File: src/rtl/fifo_arb_pkg.sv
// -----------------------------------------------------------------------------
// fifo_arb_pkg
// Shared types and constants for the FIFO write-port arbiter.
//   arb_state_e : arbiter FSM states (ARB_IDLE, ARB_BURST)
//   STAT_W      : width of each per-requester beat counter, used only when
//                 the design is built with ARB_STATS_EN defined
// -----------------------------------------------------------------------------
package fifo_arb_pkg;

  typedef enum logic [0:0] {
    ARB_IDLE  = 1'b0,
    ARB_BURST = 1'b1
  } arb_state_e;

  localparam int STAT_W = 16;

endpackage : fifo_arb_pkg

File: src/rtl/fifo_wr_arbiter_rr_pick.sv
// -----------------------------------------------------------------------------
// rr_pick
// Combinational round-robin picker. Scans the request vector starting at
// last_grant_i+1, wrapping modulo NUM_REQ, and returns the first set index.
// The wrap is done by subtraction rather than bit truncation, so indices at
// or above NUM_REQ are never visited when NUM_REQ is not a power of two.
//
// Ports:
//   req_i        in  NUM_REQ  request vector
//   last_grant_i in  IDX_W    index granted most recently
//   found_o      out 1        at least one request is set
//   idx_o        out IDX_W    chosen index (0 when found_o is low)
// -----------------------------------------------------------------------------
module rr_pick
  import fifo_arb_pkg::*;
#(
  parameter int NUM_REQ = 4,
  parameter int IDX_W   = 2
) (
  input  logic [NUM_REQ-1:0] req_i,
  input  logic [IDX_W-1:0]   last_grant_i,
  output logic               found_o,
  output logic [IDX_W-1:0]   idx_o
);

  int cand;

  // Walk the offsets from farthest to nearest so that the nearest valid
  // requester after last_grant_i is the one that wins the final assignment.
  always_comb begin
    found_o = 1'b0;
    idx_o   = '0;
    cand    = 0;
    for (int k = NUM_REQ; k >= 1; k--) begin
      cand = int'(last_grant_i) + k;
      if (cand >= NUM_REQ) begin
        cand = cand - NUM_REQ;
      end
      if (req_i[cand[IDX_W-1:0]]) begin
        found_o = 1'b1;
        idx_o   = cand[IDX_W-1:0];
      end
    end
  end

endmodule : rr_pick

File: src/rtl/fifo_wr_arbiter.sv
// -----------------------------------------------------------------------------
// fifo_wr_arbiter
// Shares the single write port of one FIFO among NUM_REQ producers using
// round-robin arbitration with burst lock. The owner keeps the port until it
// sends a beat with last, reaches MAX_BURST beats, or drops valid. One dead
// (IDLE) cycle separates consecutive grants.
//
// Ports:
//   clk         in  1                   clock
//   rst         in  1                   asynchronous active-high reset
//   req_valid   in  NUM_REQ             per-producer valid
//   req_last    in  NUM_REQ             per-producer last beat of burst
//   req_data    in  NUM_REQ*DATA_WIDTH  packed data, requester i at
//                                       [i*DATA_WIDTH +: DATA_WIDTH]
//   req_ready   out NUM_REQ             per-producer accept, one-hot or zero
//   fifo_full   in  1                   FIFO full flag (already registered)
//   fifo_wr_en  out 1                   FIFO write enable
//   fifo_data   out DATA_WIDTH          FIFO write data
//   grant_idx   out IDX_W               current owner index (registered)
//   busy        out 1                   high while in BURST
//   grant_count out NUM_REQ*STAT_W      only with ARB_STATS_EN: saturating
//                                       accepted-beat counter per requester
//
// Build option: define ARB_STATS_EN to add the grant_count counters.
// -----------------------------------------------------------------------------
module fifo_wr_arbiter
  import fifo_arb_pkg::*;
#(
  parameter int NUM_REQ    = 4,
  parameter int DATA_WIDTH = 8,
  parameter int MAX_BURST  = 4,
  parameter int IDX_W      = 2,
  parameter int BURST_W    = 3
) (
  input  logic                          clk,
  input  logic                          rst,
  input  logic [NUM_REQ-1:0]            req_valid,
  input  logic [NUM_REQ-1:0]            req_last,
  input  logic [NUM_REQ*DATA_WIDTH-1:0] req_data,
  output logic [NUM_REQ-1:0]            req_ready,
  input  logic                          fifo_full,
  output logic                          fifo_wr_en,
  output logic [DATA_WIDTH-1:0]         fifo_data,
  output logic [IDX_W-1:0]              grant_idx,
  output logic                          busy
`ifdef ARB_STATS_EN
  ,
  output logic [NUM_REQ*STAT_W-1:0]     grant_count
`endif
);

  arb_state_e           state_q, state_d;
  logic [IDX_W-1:0]     grant_idx_q, grant_idx_d;
  logic [IDX_W-1:0]     last_grant_q, last_grant_d;
  logic [BURST_W-1:0]   burst_cnt_q, burst_cnt_d;

  logic                 pick_found;
  logic [IDX_W-1:0]     pick_idx;
  logic                 owner_valid;
  logic                 beat;
  logic [DATA_WIDTH-1:0] data_arr [NUM_REQ];

  genvar gi;
  generate
    for (gi = 0; gi < NUM_REQ; gi++) begin : g_unpack
      assign data_arr[gi] = req_data[gi*DATA_WIDTH +: DATA_WIDTH];
    end
  endgenerate

  rr_pick #(
    .NUM_REQ (NUM_REQ),
    .IDX_W   (IDX_W)
  ) u_rr_pick (
    .req_i        (req_valid),
    .last_grant_i (last_grant_q),
    .found_o      (pick_found),
    .idx_o        (pick_idx)
  );

  always_ff @(posedge clk or posedge rst) begin
    if (rst) begin
      state_q      <= ARB_IDLE;
      grant_idx_q  <= '0;
      last_grant_q <= IDX_W'(NUM_REQ - 1);
      burst_cnt_q  <= '0;
    end else begin
      state_q      <= state_d;
      grant_idx_q  <= grant_idx_d;
      last_grant_q <= last_grant_d;
      burst_cnt_q  <= burst_cnt_d;
    end
  end

  // All FIFO-facing outputs are decoded from state_q, so an asynchronous
  // reset forces them low immediately and no partial write can leak out.
  always_comb begin
    state_d      = state_q;
    grant_idx_d  = grant_idx_q;
    last_grant_d = last_grant_q;
    burst_cnt_d  = burst_cnt_q;
    req_ready    = '0;
    fifo_wr_en   = 1'b0;
    fifo_data    = '0;
    busy         = 1'b0;
    owner_valid  = 1'b0;
    beat         = 1'b0;

    case (state_q)
      ARB_IDLE: begin
        if (pick_found) begin
          grant_idx_d = pick_idx;
          burst_cnt_d = '0;
          state_d     = ARB_BURST;
        end
      end

      ARB_BURST: begin
        busy                   = 1'b1;
        owner_valid            = req_valid[grant_idx_q];
        req_ready[grant_idx_q] = !fifo_full;
        fifo_data              = data_arr[grant_idx_q];
        beat                   = owner_valid && !fifo_full;
        fifo_wr_en             = beat;

        if (beat) begin
          burst_cnt_d = burst_cnt_q + BURST_W'(1);
          if (req_last[grant_idx_q] || (burst_cnt_d == BURST_W'(MAX_BURST))) begin
            state_d      = ARB_IDLE;
            last_grant_d = grant_idx_q;
          end
        end else if (!owner_valid) begin
          // Idle release. A full-FIFO stall with valid high lands in neither
          // branch, so count and grant simply hold.
          state_d      = ARB_IDLE;
          last_grant_d = grant_idx_q;
        end
      end

      default: state_d = ARB_IDLE;
    endcase
  end

  assign grant_idx = grant_idx_q;

`ifdef ARB_STATS_EN
  logic [STAT_W-1:0] stat_cnt_q [NUM_REQ];

  generate
    for (gi = 0; gi < NUM_REQ; gi++) begin : g_stats
      always_ff @(posedge clk or posedge rst) begin
        if (rst) begin
          stat_cnt_q[gi] <= '0;
        end else if (beat && (grant_idx_q == IDX_W'(gi)) &&
                     (stat_cnt_q[gi] != {STAT_W{1'b1}})) begin
          stat_cnt_q[gi] <= stat_cnt_q[gi] + STAT_W'(1);
        end
      end
      assign grant_count[gi*STAT_W +: STAT_W] = stat_cnt_q[gi];
    end
  endgenerate
`endif

endmodule : fifo_wr_arbiter

File: config.mk
export PLATFORM = sky130hd
export DESIGN_NAME = fifo_wr_arbiter
export DESIGN_NICKNAME = d
export VERILOG_FILES = /design/src/rtl/fifo_arb_pkg.sv /design/src/rtl/fifo_wr_arbiter_rr_pick.sv /design/src/rtl/fifo_wr_arbiter.sv
export SDC_FILE = /design/constraint.sdc
export NUM_CORES = 1
export LEC_CHECK = 0
export BUFFER_PORTS_ARGS = -buffer_cell sky130_fd_sc_hd__buf_2
export CAP_MARGIN = 20
export CORE_MARGIN = 1.5
export CORE_UTILIZATION = 30
export CTS_CLUSTER_DIAMETER = 50
export CTS_CLUSTER_SIZE = 10
export DETAILED_ROUTE_END_ITERATION = 12
export PLACE_DENSITY = 0.73
export SYNTH_ARGS = -nofsm -noshare
export SYNTH_HDL_FRONTEND = slang
export SYNTH_SLANG_ARGS = --single-unit
File: constraint.sdc
create_clock -name clk -period 2.5 [get_ports clk]
set_input_delay 0.625 -clock clk [delete_from_list [all_inputs] [get_ports clk]]
set_output_delay 0.625 -clock clk [all_outputs]
set_load 0.01 [all_outputs]
**After elaboration in Yosys (flattened, before gate mapping)**

Cells that the tools add are included.

- Register bits: 8
- Input bits: 43
- Logic and storage cells: 83

- Add/subtract/negate cells: 9
- Order comparisons: 11
- Equality and inequality tests: 5
- Muxes and demuxes: 44
- Bitwise operators: 3
- Reductions and logical operators: 7

Operator list:

| cell | count |
|---|---|
| 2-to-1 mux 8 bit | 3 |
| 2-to-1 mux 2 bit | 11 |
| 2-to-1 mux 1 bit | 17 |
| binary-select mux 8 bit (select 2 bit) | 1 |
| less-than comparator 2 x 3 -> 1 bit (second input constant) | 5 |
| binary-select mux 1 bit (select 2 bit) | 6 |
| >= comparator 3 bit (second input constant) | 4 |
| subtractor 2 x 1 -> 2 bit (second input constant) | 4 |
| adder 2 x 2 -> 3 bit (second input constant) | 2 |
| 2-to-1 mux 3 bit | 2 |
| != test 2 x 1 -> 1 bit (second input constant) | 3 |
| one-hot mux 3 bit (2 select lines) | 1 |
| adder 2 x 3 -> 4 bit (second input constant) | 1 |
| bitwise AND 4 bit | 1 |
| >= comparator 4 x 3 -> 1 bit (second input constant) | 1 |
| 2-to-1 mux 4 bit | 1 |
| AND reduction 2 bit | 2 |
| adder 2 x 1 -> 3 bit (second input constant) | 1 |
| adder 3 x 1 -> 3 bit (second input constant) | 1 |
| equality test 3 bit (second input constant) | 1 |
| NOT 2 -> 3 bit | 1 |
| AND reduction 3 bit | 1 |
| demux 1 bit (select 2 bit) | 1 |
| >= comparator 2 x 1 -> 1 bit (second input constant) | 1 |
| 6 further kinds | 7 |

**Depth between registers and ports, before layout**

Gate-level depths: netlist of run 1.

- Depth in word-level cells: 11
- Gate-level depth with buffers: 6
- Gate-level depth less buffers: 5

**By module**

A second synthesis of run 1 with hierarchy kept.

- Cells, all modules: 78
- Area, all modules: 837.1 sq um

By module, submodules not included:

| module | times used | cells each | area an instance (sq um) | seq. area each (sq um) |
|---|---|---|---|---|
| fifo_wr_arbiter | 1 | 64 | 745.7 | 202.7 |
| rr_pick | 1 | 14 | 91.3 | 0.0 |

**Worst setup path before layout of run 1**

OpenSTA, ideal clock, no wires.

- Kind: register to output
- From: register grant_idx_q[0], in the netlist grant_idx[0]
- To: output port fifo_data[1]
- Data arrival time: 1.443 ns
- Required time: 1.875 ns
- Path slack: 0.432 ns
- Stages on the path, launching flop included: 5
- Path through: dfrtp_1 > buf_6 > buf_2 > mux4_2 > and2_1

- Word-level cells in the longest chain between the ends: 5

RTL lines:

| element | RTL line | RTL |
|---|---|---|
| start, declared | fifo_wr_arbiter.sv:53 | `logic [IDX_W-1:0] grant_idx_q, grant_idx_d;` |
| start signal, assigned | fifo_wr_arbiter.sv:88 | `grant_idx_q <= grant_idx_d;` |
| NOT 2 -> 3 bit (not written as such) | fifo_wr_arbiter.sv:121 | `fifo_data = data_arr[grant_idx_q];` |
| binary-select mux 8 bit (select 2 bit) | fifo_wr_arbiter.sv:121 |  |
| 2-to-1 mux 8 bit (not written as such) (2 in a row) | fifo_wr_arbiter.sv:121 |  |
| 2-to-1 mux 8 bit | fifo_wr_arbiter.sv:108 | `case (state_q)` |
| end, declared | fifo_wr_arbiter.sv:43 | `output logic [DATA_WIDTH-1:0] fifo_data,` |

Every way passes these cells. The select of a mux whose other input is x is not followed.

**Worst setup path after layout of run 1**

Ends and elaborated chain as after synthesis.

==> metrics.cfg, run 1 <==
[outcome]
status = complete, no violations

[floorplanning]
ioPinCount = 59
dieArea_um2 = 3099
die_w_um = 55.67
num_rows = 18
start_util_pct = 32.69
core_area_um2 = 2545
chipHeight_um = 55.67

[job]
cap_violations = 0

[worst_setup_path]
worst_setup_path_end_kind = output pin
cp_data_required_time_ps = 1880
reg2reg_depth = 5
timing.rr.end = last_grant_q[0]
reg2reg_slack_ps = 690
worstPathArrival_ps = 1730
r2r_start = burst_cnt_q[0]
critPathKind = reg2out
start_kind = register
cp_max_fo = 8

[timing]
setup_violations = 0
max_slew.worst_pin.slew_ps = 433.6
period_minus_slack_ps = 2355
period_share_pct = 94.19
max-slew-margin-rel_pct = 71.09
clock_skew_ps = 4.182
rsz0062_at_grt = false
setup_tns_ps = 0
slew_viol_final = 0
fmax_mhz = 424.7
hold_viol = 0

[synth]
synth.distinct_cells = 31
synth_commonest_cells = and2_1, nor2_1, dfrtp_1, mux4_2
synth-seq-cells = 8
synth_area_per_cell_um2 = 10.67
syn_nets = 123
synthCells = 78
synth.top_cells.by_area = dfrtp_1, mux4_2, mux4_1
synth_flop_cell = dfrtp_1
yosysWarnings = 0
yosysSeqAreaShare_pct = 24.36
synth_top_area_share_pct = 18.05
async_reset_ff_share_pct = 100.0
yosysTopAreaCell = dfrtp_1
synthesis.area_um2 = 832.0
synth_edf_count = 0
yosysMostFrequentCell = and2_1

[cells_and_area]
layout.nets = 183
syn2layout_area_growth_pct = 40.60
finalNonFillerCells = 167
nFillCells = 237
fin_area_um2 = 1170
layout-drive-gt1-share_pct = 54.74
diodes = 0

[clock_network]
cts-root-buf = clkbuf_4
cts_sinks = 8
clkLatencyLatePin_ps = 250
cts_buffers = 3
clk_pin_slew_worst_paths_ps = 60
clockBufferDepth = 2
cts_tree = yes
post_cts_buffers = 0
htree_levels = 1

[global_route]
overflow = 0
grt.met1_usage_pct = 18.21
grt_use_total_pct = 14.76
grt_pass1_wl_um = 3677
grt_max_degree = 16
antenna_found_initial = 0
grt_pass1_vias = 792
grt_use_met3_pct = 2.791
grt_use_met2_pct = 25.51
grt_busiest_layer = met2

[pwr]
power_frac_seq_pct = 27.6
p_per_area_nw_per_um2 = 942.4
power.leakage_nw = 0.6002
p_sw_share_pct = 41.11
p_int_w = 0.0006493
combPwrFrac_pct = 62.5
clock_power_share_pct = 9.9
vdd_drop_max_mv = 0.5592
p_sw_w = 0.0004532

[detailed_routing]
drc = 0
dr.first_iter.drc_count = 53
first_pass_iters = 4
num_vias = 865
vias_per_cell = 5.180
finalWirelength_um = 2321
ant_nets = 0
avgRoutedWirePerCell_um = 13.90

[placement]
placed_cells = 163
portBuffers = 58
dpl.hpwl_um = 1896
placed_cell_area_um2 = 1142
finalWeightedCongestion = 0.7793

[worst_hold_path]
hp-class = in2async

[routing by layer]
metal	vias up	share of wire [%]
li1	413	-
met4	0	0.95
met2	50	48
met3	4	8.4
met1	398	42
met5	-	0
[worst max-delay path by stage]
stage	depth (start not counted)	end	slack, ps	from
6_report	4	fifo_data[1]	150	grant_idx[0]
5_1_grt	4	fifo_data[1]	60	grant_idx[0]
4_1_cts	4	fifo_data[1]	30	grant_idx[0]
3_5_place_dp	4	fifo_wr_en	230	req_valid[3]
3_3_place_gp	4	fifo_wr_en	260	req_valid[3]
2_1_floorplan	4	fifo_data[1]	430	grant_idx[0]
[cells by family after synthesis]
group	count (synthesis)	share of synthesized area, %
DFF	8	24.36
buffers and inverters	8	5.715
adders and majority gates	2	3.007
xor gates and xnor gates	1	1.053
muxes	14	32.63
AOI/OAI and AO/OA	10	9.475
and+or+nand+nor	35	23.76
[timing repair]
action                     CTS  global route
hold buffers                 0             0
gates resized for setup      0             1
setup endpoints to repair    0             4
hold endpoints to repair     0             0
[placed cells by master (no fill, tap or decap), types with 3 or more instances in the layout]
master	n
clkbuf_4	3
nor2_1	7
nor3b_1	3
nor2b_1	4
nor3_1	3
nand2b_1	4
mux4_1	4
buf_4	3
buf_2	58
dfrtp_1	5
mux4_2	5
and2_1	9
[registers in the layout, indices dropped and copies added (netlist names)]
| register | flops |
|---|---|
| burst_cnt_q | 3 |
| state_q | 1 |
| grant_idx | 2 |
| last_grant_q | 2 |
[worst max-delay path, cell delays in order, from the launching register on]
cell and delay, ps:
dfrtp_2 470, buf_4 210, mux4_2 510, and2_1 160
buf_2 130
[cell type report]
class                   count  area [um^2]  area share, %
clock buffers               4        26.28          2.246
inverters                   2        7.507         0.6417
multi-input cells          62        581.8          49.73
flip-flops and latches      8        203.9          17.43
well taps                  30        37.54          3.209
repair buffers             61        312.8          26.74
[power by group through the flow]
stage | Clock, W | Sequential [W] | Combinational [W]
final | 0.000110 | 0.000304 | 0.000689
after global placement | 0 | 0.000297 | 0.000676
after detailed placement | 0 | 0.000303 | 0.000690
after global routing | 0.000117 | 0.000316 | 0.000753
after CTS | 0.000109 | 0.000301 | 0.000691
after floorplan | 0 | 0.000247 | 0.000535
[metrics by stage]
stage	util [%]	total power [W]	setup WS, ps	hold slack, ps
after global routing	45.97	0.001186	57.25	335.3
after detailed placement	44.89	0.0009933	226.4	565.5
final	45.97	0.001103	145.2	310.3
after floorplan	-	0.0007817	431.6	439.2
after CTS	45.92	0.001102	28.72	320.2
after global placement	44.89	0.0009730	263.8	554.2
(Power assumes the default switching activity.)
==> inputs of run 2 (changes only) <==
--- a/config.mk
+++ b/config.mk
@@ -5,10 +5,12 @@
 export SDC_FILE = /design/constraint.sdc
 export NUM_CORES = 1
 export LEC_CHECK = 0
+export ABC_CLOCK_PERIOD_IN_PS = 2700
 export BUFFER_PORTS_ARGS = -buffer_cell sky130_fd_sc_hd__buf_2
 export CAP_MARGIN = 20
 export CORE_MARGIN = 1.5
 export CORE_UTILIZATION = 30
+export CTS_BUF_LIST = sky130_fd_sc_hd__clkbuf_4
 export CTS_CLUSTER_DIAMETER = 50
 export CTS_CLUSTER_SIZE = 10
 export DETAILED_ROUTE_END_ITERATION = 12
==> constraint.sdc (replaced) <==
create_clock -name clk -period 2.7 [get_ports clk]
set_input_delay 0.675 -clock clk [delete_from_list [all_inputs] [get_ports clk]]
set_output_delay 0.675 -clock clk [all_outputs]
set_load 0.01 [all_outputs]
==> metrics.cfg, run 2 (synthesis results as in run 1) <==
[outcome]
status = complete, no violations  ; unchanged

[worst_setup_path]
start_kind = register  ; unchanged
crit_chain = buf_4, mux4_2, and2_1, buf_2  ; unchanged
critPathKind = reg2out  ; unchanged
worst_setup_path_end_kind = output pin  ; unchanged
cp_max_fo = 8  ; unchanged
cpMaxStageDelayCell = dfrtp_1  ; was mux4_2
cp_slowest_stage_delay_ps = 520  ; was 510 ps
worstPathArrival_ps = 1830  ; was 1730 ps
cp_data_required_time_ps = 2030  ; was 1880 ps
reg2reg_depth = 4  ; was 5

[detailed_routing]
first_pass_iters = 4  ; unchanged
dr.max_layer_used = met4  ; unchanged
wl_met2_um = 1132  ; was 1116 um
num_vias = 856  ; was 865
vias_per_cell = 5.095  ; was 5.180
dr.first_iter.drc_count = 21  ; was 53
finalWirelength_um = 2284  ; was 2321 um
ant_nets = 0  ; unchanged
avgRoutedWirePerCell_um = 13.60  ; was 13.90 um
drc = 0  ; unchanged
wl_met1_um = 864  ; was 986 um
wl_met3_um = 226  ; was 196 um

[worst_hold_path]
hp-class = in2async  ; unchanged

[timing]
slew_viol_final = 0  ; unchanged
period_share_pct = 92.64
setup_violations = 0  ; unchanged
clock_skew_ps = 12.05  ; was 4.182 ps
fmax_mhz = 399.8
period_minus_slack_ps = 2501
max-slew-margin-rel_pct = 73.81  ; was 71.09%
setup_tns_ps = 0  ; unchanged
max_slew.worst_pin.slew_ps = 392.8  ; was 433.6 ps
hold_viol = 0  ; unchanged
rsz0062_at_grt = false  ; unchanged

[cells_and_area]
layout-drive-gt1-share_pct = 55.07  ; was 54.74%
seq_area_um2 = 202.7  ; was 203.9 um^2
final_common_cell = buf_2  ; unchanged
largest_register = burst_cnt_q  ; unchanged
nFillCells = 254  ; was 237
multi_input_area_um2 = 581.8  ; unchanged
diodes = 0  ; unchanged
fin_area_um2 = 1180  ; was 1170 um^2
syn2layout_area_growth_pct = 41.80  ; was 40.60%
largest_reg_flops = 3  ; unchanged
layout.nets = 184  ; was 183
layout_common_cells = buf_2, and2_1, nor2_1  ; unchanged

[global_route]
grt_use_total_pct = 15.19  ; was 14.76%
grt_pass1_wl_um = 3732  ; was 3677 um
antenna_found_initial = 0  ; unchanged
grt_pass1_vias = 893  ; was 792
grt_max_degree = 15  ; was 16
overflow = 0  ; unchanged

[clock_network]
cts_tree = yes  ; unchanged
htree_levels = 1  ; unchanged
clkLatencyLatePin_ps = 270  ; was 250 ps
cts_resized = 0  ; unchanged
holdBufCountCts = 0  ; unchanged
cts_buffers = 3  ; unchanged
clockBufferDepth = 2  ; unchanged
cts-root-buf = clkbuf_4  ; unchanged
post_cts_buffers = 0  ; unchanged
cts_sinks = 8  ; unchanged
clk_pin_slew_worst_paths_ps = 60  ; about the same

[pwr]
power.leakage_nw = 0.6092  ; was 0.6002 nW
p_total_w = 0.001037  ; was 0.001103 W
vdd_drop_max_mv = 0.4712  ; was 0.5592 mV
p_per_area_nw_per_um2 = 879.3  ; was 942.4 nW/um^2

[placement]
dpl.hpwl_um = 1934  ; was 1896 um
placed_cell_area_um2 = 1150  ; was 1142 um^2
portBuffers = 58  ; unchanged
finalWeightedCongestion = 0.8121  ; was 0.7793

[floorplanning]
dieArea_um2 = 3099  ; unchanged
chipHeight_um = 55.67  ; unchanged
core_area_um2 = 2545  ; unchanged
num_rows = 18  ; unchanged
ioPinCount = 59  ; unchanged
start_util_pct = 32.69  ; unchanged
die_w_um = 55.67  ; unchanged

[job]
cap_violations = 0  ; unchanged

[run 2: changes by cell type in the layout (fill, tap and decap cells not counted), sizes merged]
cell / before / now
buf: 61 / 62
[run 2: final cells by class]
class | instances | area share, %
multi-input combinational | 62 | 49.31
timing repair buffer | 62 | 27.15
sequential | 8 | 17.18
tap | 30 | 3.181
clock buffer | 4 | 2.545
inverter | 2 | 0.6363
[run 2: final timing paths]
path                                 from               to  slack [ps]
min reg2reg                burst_cnt_q[0]   burst_cnt_q[0]         570
min in group clk           burst_cnt_q[0]   burst_cnt_q[0]         570
max                          grant_idx[0]     fifo_data[1]         200
max in group asynchronous             rst  last_grant_q[0]        2060
min                                   rst   burst_cnt_q[1]         340
max reg2reg                  grant_idx[0]  last_grant_q[1]         890
[run 2: layer usage]
layer,global-route usage (%),vias up
met5,0,-
li1,-,412
met1,15.44,384
met3,4.186,9
met2,27.72,51
met4,8.362,0
[run 2: through the flow]
step                util, %  setup WS [ps]  hold slack (ps)  instances
floorplan                 -          581.6            489.2         78
global placement      45.18          362.8            550.4        164
detailed placement    45.18          341.5            560.4        164
CTS                   46.36          166.3            355.4        168
global route          46.36          79.43            388.9        168
finish                46.36          198.8            339.8        168
[run 2: critical path, delay by kind of cell (launching register included)]
kind                   cells  cell delay [ps]
flip-flops                 1              520
buffers and inverters      2              370
AND/OR/NAND/NOR            1              160
multiplexers               1              510
[run 2: where the power goes]
group	leakage [nW]	total [W]	internal [W]	switching (W)
Sequential	0.0962	0.000256	0.000180	0.0000754
Combinational	0.495	0.000667	0.000373	0.000294
Clock	0.0184	0.000114	0.0000670	0.0000474
==> inputs of run 3 (changes only) <==
--- a/config.mk
+++ b/config.mk
@@ -17,4 +17,5 @@
 export PLACE_DENSITY = 0.73
 export SYNTH_ARGS = -nofsm -noshare
 export SYNTH_HDL_FRONTEND = slang
+export SYNTH_HIERARCHICAL = 1
 export SYNTH_SLANG_ARGS = --single-unit
==> metrics.cfg, run 3 <==
[synth]
synth_top_area_share_pct = 17.94  ; was 18.05%
synth.distinct_cells = 31  ; unchanged
synthesis.area_um2 = 837.1  ; was 832.0 um^2
yosysSeqAreaShare_pct = 24.22  ; was 24.36%
async_reset_ff_share_pct = 100.0  ; unchanged
synth.top_cells.by_area = dfrtp_1, mux4_2, mux4_1  ; unchanged
synth-seq-cells = 8  ; unchanged
yosysTopAreaCell = dfrtp_1  ; unchanged
syn_nets = 123  ; unchanged
synthCells = 78  ; unchanged
yosysMostFrequentCell = and2_1  ; unchanged
synth_flop_cell = dfrtp_1  ; unchanged
synth_commonest_cells = and2_1, dfrtp_1, mux4_2  ; was and2_1, nor2_1, dfrtp_1, mux4_2
synth_edf_count = 0  ; unchanged
yosysWarnings = 6  ; was 0
synth_area_per_cell_um2 = 10.73  ; was 10.67 um^2

[detailed_routing]
finalWirelength_um = 2196  ; was 2284 um
dr.first_iter.drc_count = 5  ; was 21
first_pass_iters = 4  ; unchanged
avgRoutedWirePerCell_um = 13.15  ; was 13.60 um
vias_per_cell = 5.126  ; was 5.095
drc = 0  ; unchanged
num_vias = 856  ; unchanged
ant_nets = 0  ; unchanged

[cells_and_area]
layout.nets = 183  ; was 184
layout_common_cells = buf_2, and2_1, mux4_2, dfrtp_1  ; was buf_2, and2_1, nor2_1
seq_area_um2 = 202.7  ; unchanged
final_common_cell = buf_2  ; unchanged
layout-drive-gt1-share_pct = 57.66  ; was 55.07%
syn2layout_area_growth_pct = 41.11  ; was 41.80%
fin_area_um2 = 1181  ; was 1180 um^2
multi_input_area_um2 = 590.6  ; was 581.8 um^2
nFillCells = 251  ; was 254
final_util_pct = 46.00  ; was 46.36%
diodes = 0  ; unchanged
largest_register = burst_cnt_q  ; unchanged
largest_reg_flops = 3  ; unchanged

[timing]
clock_skew_ps = 5.001  ; was 12.05 ps
slew_viol_final = 0  ; unchanged
worst_slack_ps = 173.2  ; was 198.8 ps
period_share_pct = 93.58  ; was 92.64%
period_minus_slack_ps = 2527  ; was 2501 ps
max-slew-margin-rel_pct = 60.93  ; was 73.81%
hold_viol = 0  ; unchanged
fmax_mhz = 395.8  ; was 399.8 MHz
setup_violations = 0  ; unchanged
max_slew.worst_pin.slew_ps = 586.1  ; was 392.8 ps
setup_tns_ps = 0  ; unchanged
rsz0062_at_grt = false  ; unchanged

[placement]
dpl.hpwl_um = 1836  ; was 1934 um
portBuffers = 58  ; unchanged
place_ws_ps = 343.9  ; was 341.5 ps
placed_cell_area_um2 = 1151  ; was 1150 um^2
finalWeightedCongestion = 0.7848  ; was 0.8121

[pwr]
p_per_area_nw_per_um2 = 933.9  ; was 879.3 nW/um^2
power_frac_seq_pct = 28.2  ; was 24.6%
combPwrFrac_pct = 61.8  ; was 64.3%
p_int_w = 0.0006527  ; was 0.0006204 W
clock_power_share_pct = 10.0  ; was 11.0%
p_sw_share_pct = 40.83  ; was 40.20%
vdd_drop_max_mv = 0.4613  ; was 0.4712 mV
p_sw_w = 0.0004504  ; was 0.0004171 W
power.leakage_nw = 0.6256  ; was 0.6092 nW

[clock_network]
holdBufCountCts = 0  ; unchanged
clockBufferDepth = 2  ; unchanged
clkLatencyLatePin_ps = 260  ; was 270 ps
cts_buffers = 3  ; unchanged
cts_resized = 0  ; unchanged
cts_sinks = 8  ; unchanged
cts-root-buf = clkbuf_4  ; unchanged
clk_pin_slew_worst_paths_ps = 60  ; about the same
htree_levels = 1  ; unchanged
cts_tree = yes  ; unchanged
post_cts_buffers = 0  ; unchanged

[floorplanning]
ioPinCount = 59  ; unchanged
num_rows = 18  ; unchanged
dieArea_um2 = 3116  ; was 3099 um^2
die_w_um = 55.82  ; was 55.67 um
chipHeight_um = 55.82  ; was 55.67 um
start_util_pct = 32.60  ; was 32.69%
core_area_um2 = 2567  ; was 2545 um^2

[job]
cap_violations = 0  ; unchanged

[global_route]
grt_use_total_pct = 14.82  ; was 15.19%
grt_busiest_layer = met2  ; unchanged
antenna_found_initial = 0  ; unchanged
grt_pass1_vias = 810  ; was 893
grt.met1_usage_pct = 16.38  ; was 15.44%
grt_use_met2_pct = 27.21  ; was 27.72%
grt_use_met3_pct = 3.256  ; was 4.186%
grt_pass1_wl_um = 3677  ; was 3732 um
grt_max_degree = 19  ; was 15
overflow = 0  ; unchanged

[worst_setup_path]
start_kind = register  ; unchanged
worst_setup_path_end_kind = output pin  ; unchanged
worstPathArrival_ps = 1850  ; was 1830 ps
critPathKind = reg2out  ; unchanged
cp_data_required_time_ps = 2030  ; about the same
cp_max_fo = 9  ; was 8

[worst_hold_path]
hp-class = in2async  ; unchanged

[outcome]
status = complete, no violations  ; unchanged

## run 3: changes by cell type after synthesis, sizes merged, moves of 2 or more
cell and change:
mux2 +2, inv +2, nor3b -2, nand2 +3, and3 +2, nor2b -3, nor2 -4, nand3 +4
## run 3: critical path: stages (launching register included)
cell	delay (ps)
dfrtp_1	560
buf_4	240
mux4_2	510
and2_1	160
buf_2	130
## run 3: through the flow
stage | power (W) | hold WS, ps | cells
after detailed placement | 0.001008 | 507.7 | 163
after floorplan | 0.0007963 | 480.1 | 78
after global placement | 0.0009818 | 495.5 | 163
final | 0.001103 | 352.7 | 167
after global routing | 0.001202 | 374.3 | 167
after CTS | 0.001123 | 352.5 | 167
## run 3: cell type report
class,instances,share of cell area (%)
sequential,8,17.16
timing repair buffer,60,25.85
inverter,4,1.271
clock buffer,4,2.542
multi-input combinational,61,50.00
tap,30,3.178
## run 3: routing by layer
layer  routed length [um]  vias up
met4                   27        0
met2                 1094       46
li1                     -      407
met3                  222        4
met1                  852      399
met5                    0        -
## run 3: worst paths after layout
kind                                 from              end  slack, ps  depth (start not counted)
max                          grant_idx[0]     fifo_data[0]        170                          4
min                                   rst     grant_idx[1]        350                          2
max reg2reg                  grant_idx[1]  last_grant_q[1]        680                          4
min reg2reg                burst_cnt_q[2]   burst_cnt_q[2]        520                          2
max in group asynchronous             rst  last_grant_q[0]       2060                          2
min in group clk           burst_cnt_q[2]   burst_cnt_q[2]        520                          2
## run 3: cells by family after synthesis
kind of cell    Yosys count  share of synthesized area, %
mux                      16                         34.68
flops                     8                         24.21
buf+inv                   9                         5.231
compound gates            8                         9.567
simple gates             34                         22.27
xor+xnor                  1                         1.047
fa+ha+maj                 2                         2.989
## run 3: power by group through the flow
stage                     logic [W]  clock network [W]  registers (W)
after global placement     0.000673                  0       0.000309
after floorplan            0.000552                  0       0.000245
after global routing       0.000748           0.000121       0.000333
final                      0.000681           0.000111       0.000311
after CTS                  0.000692           0.000116       0.000314
after detailed placement   0.000691                  0       0.000317
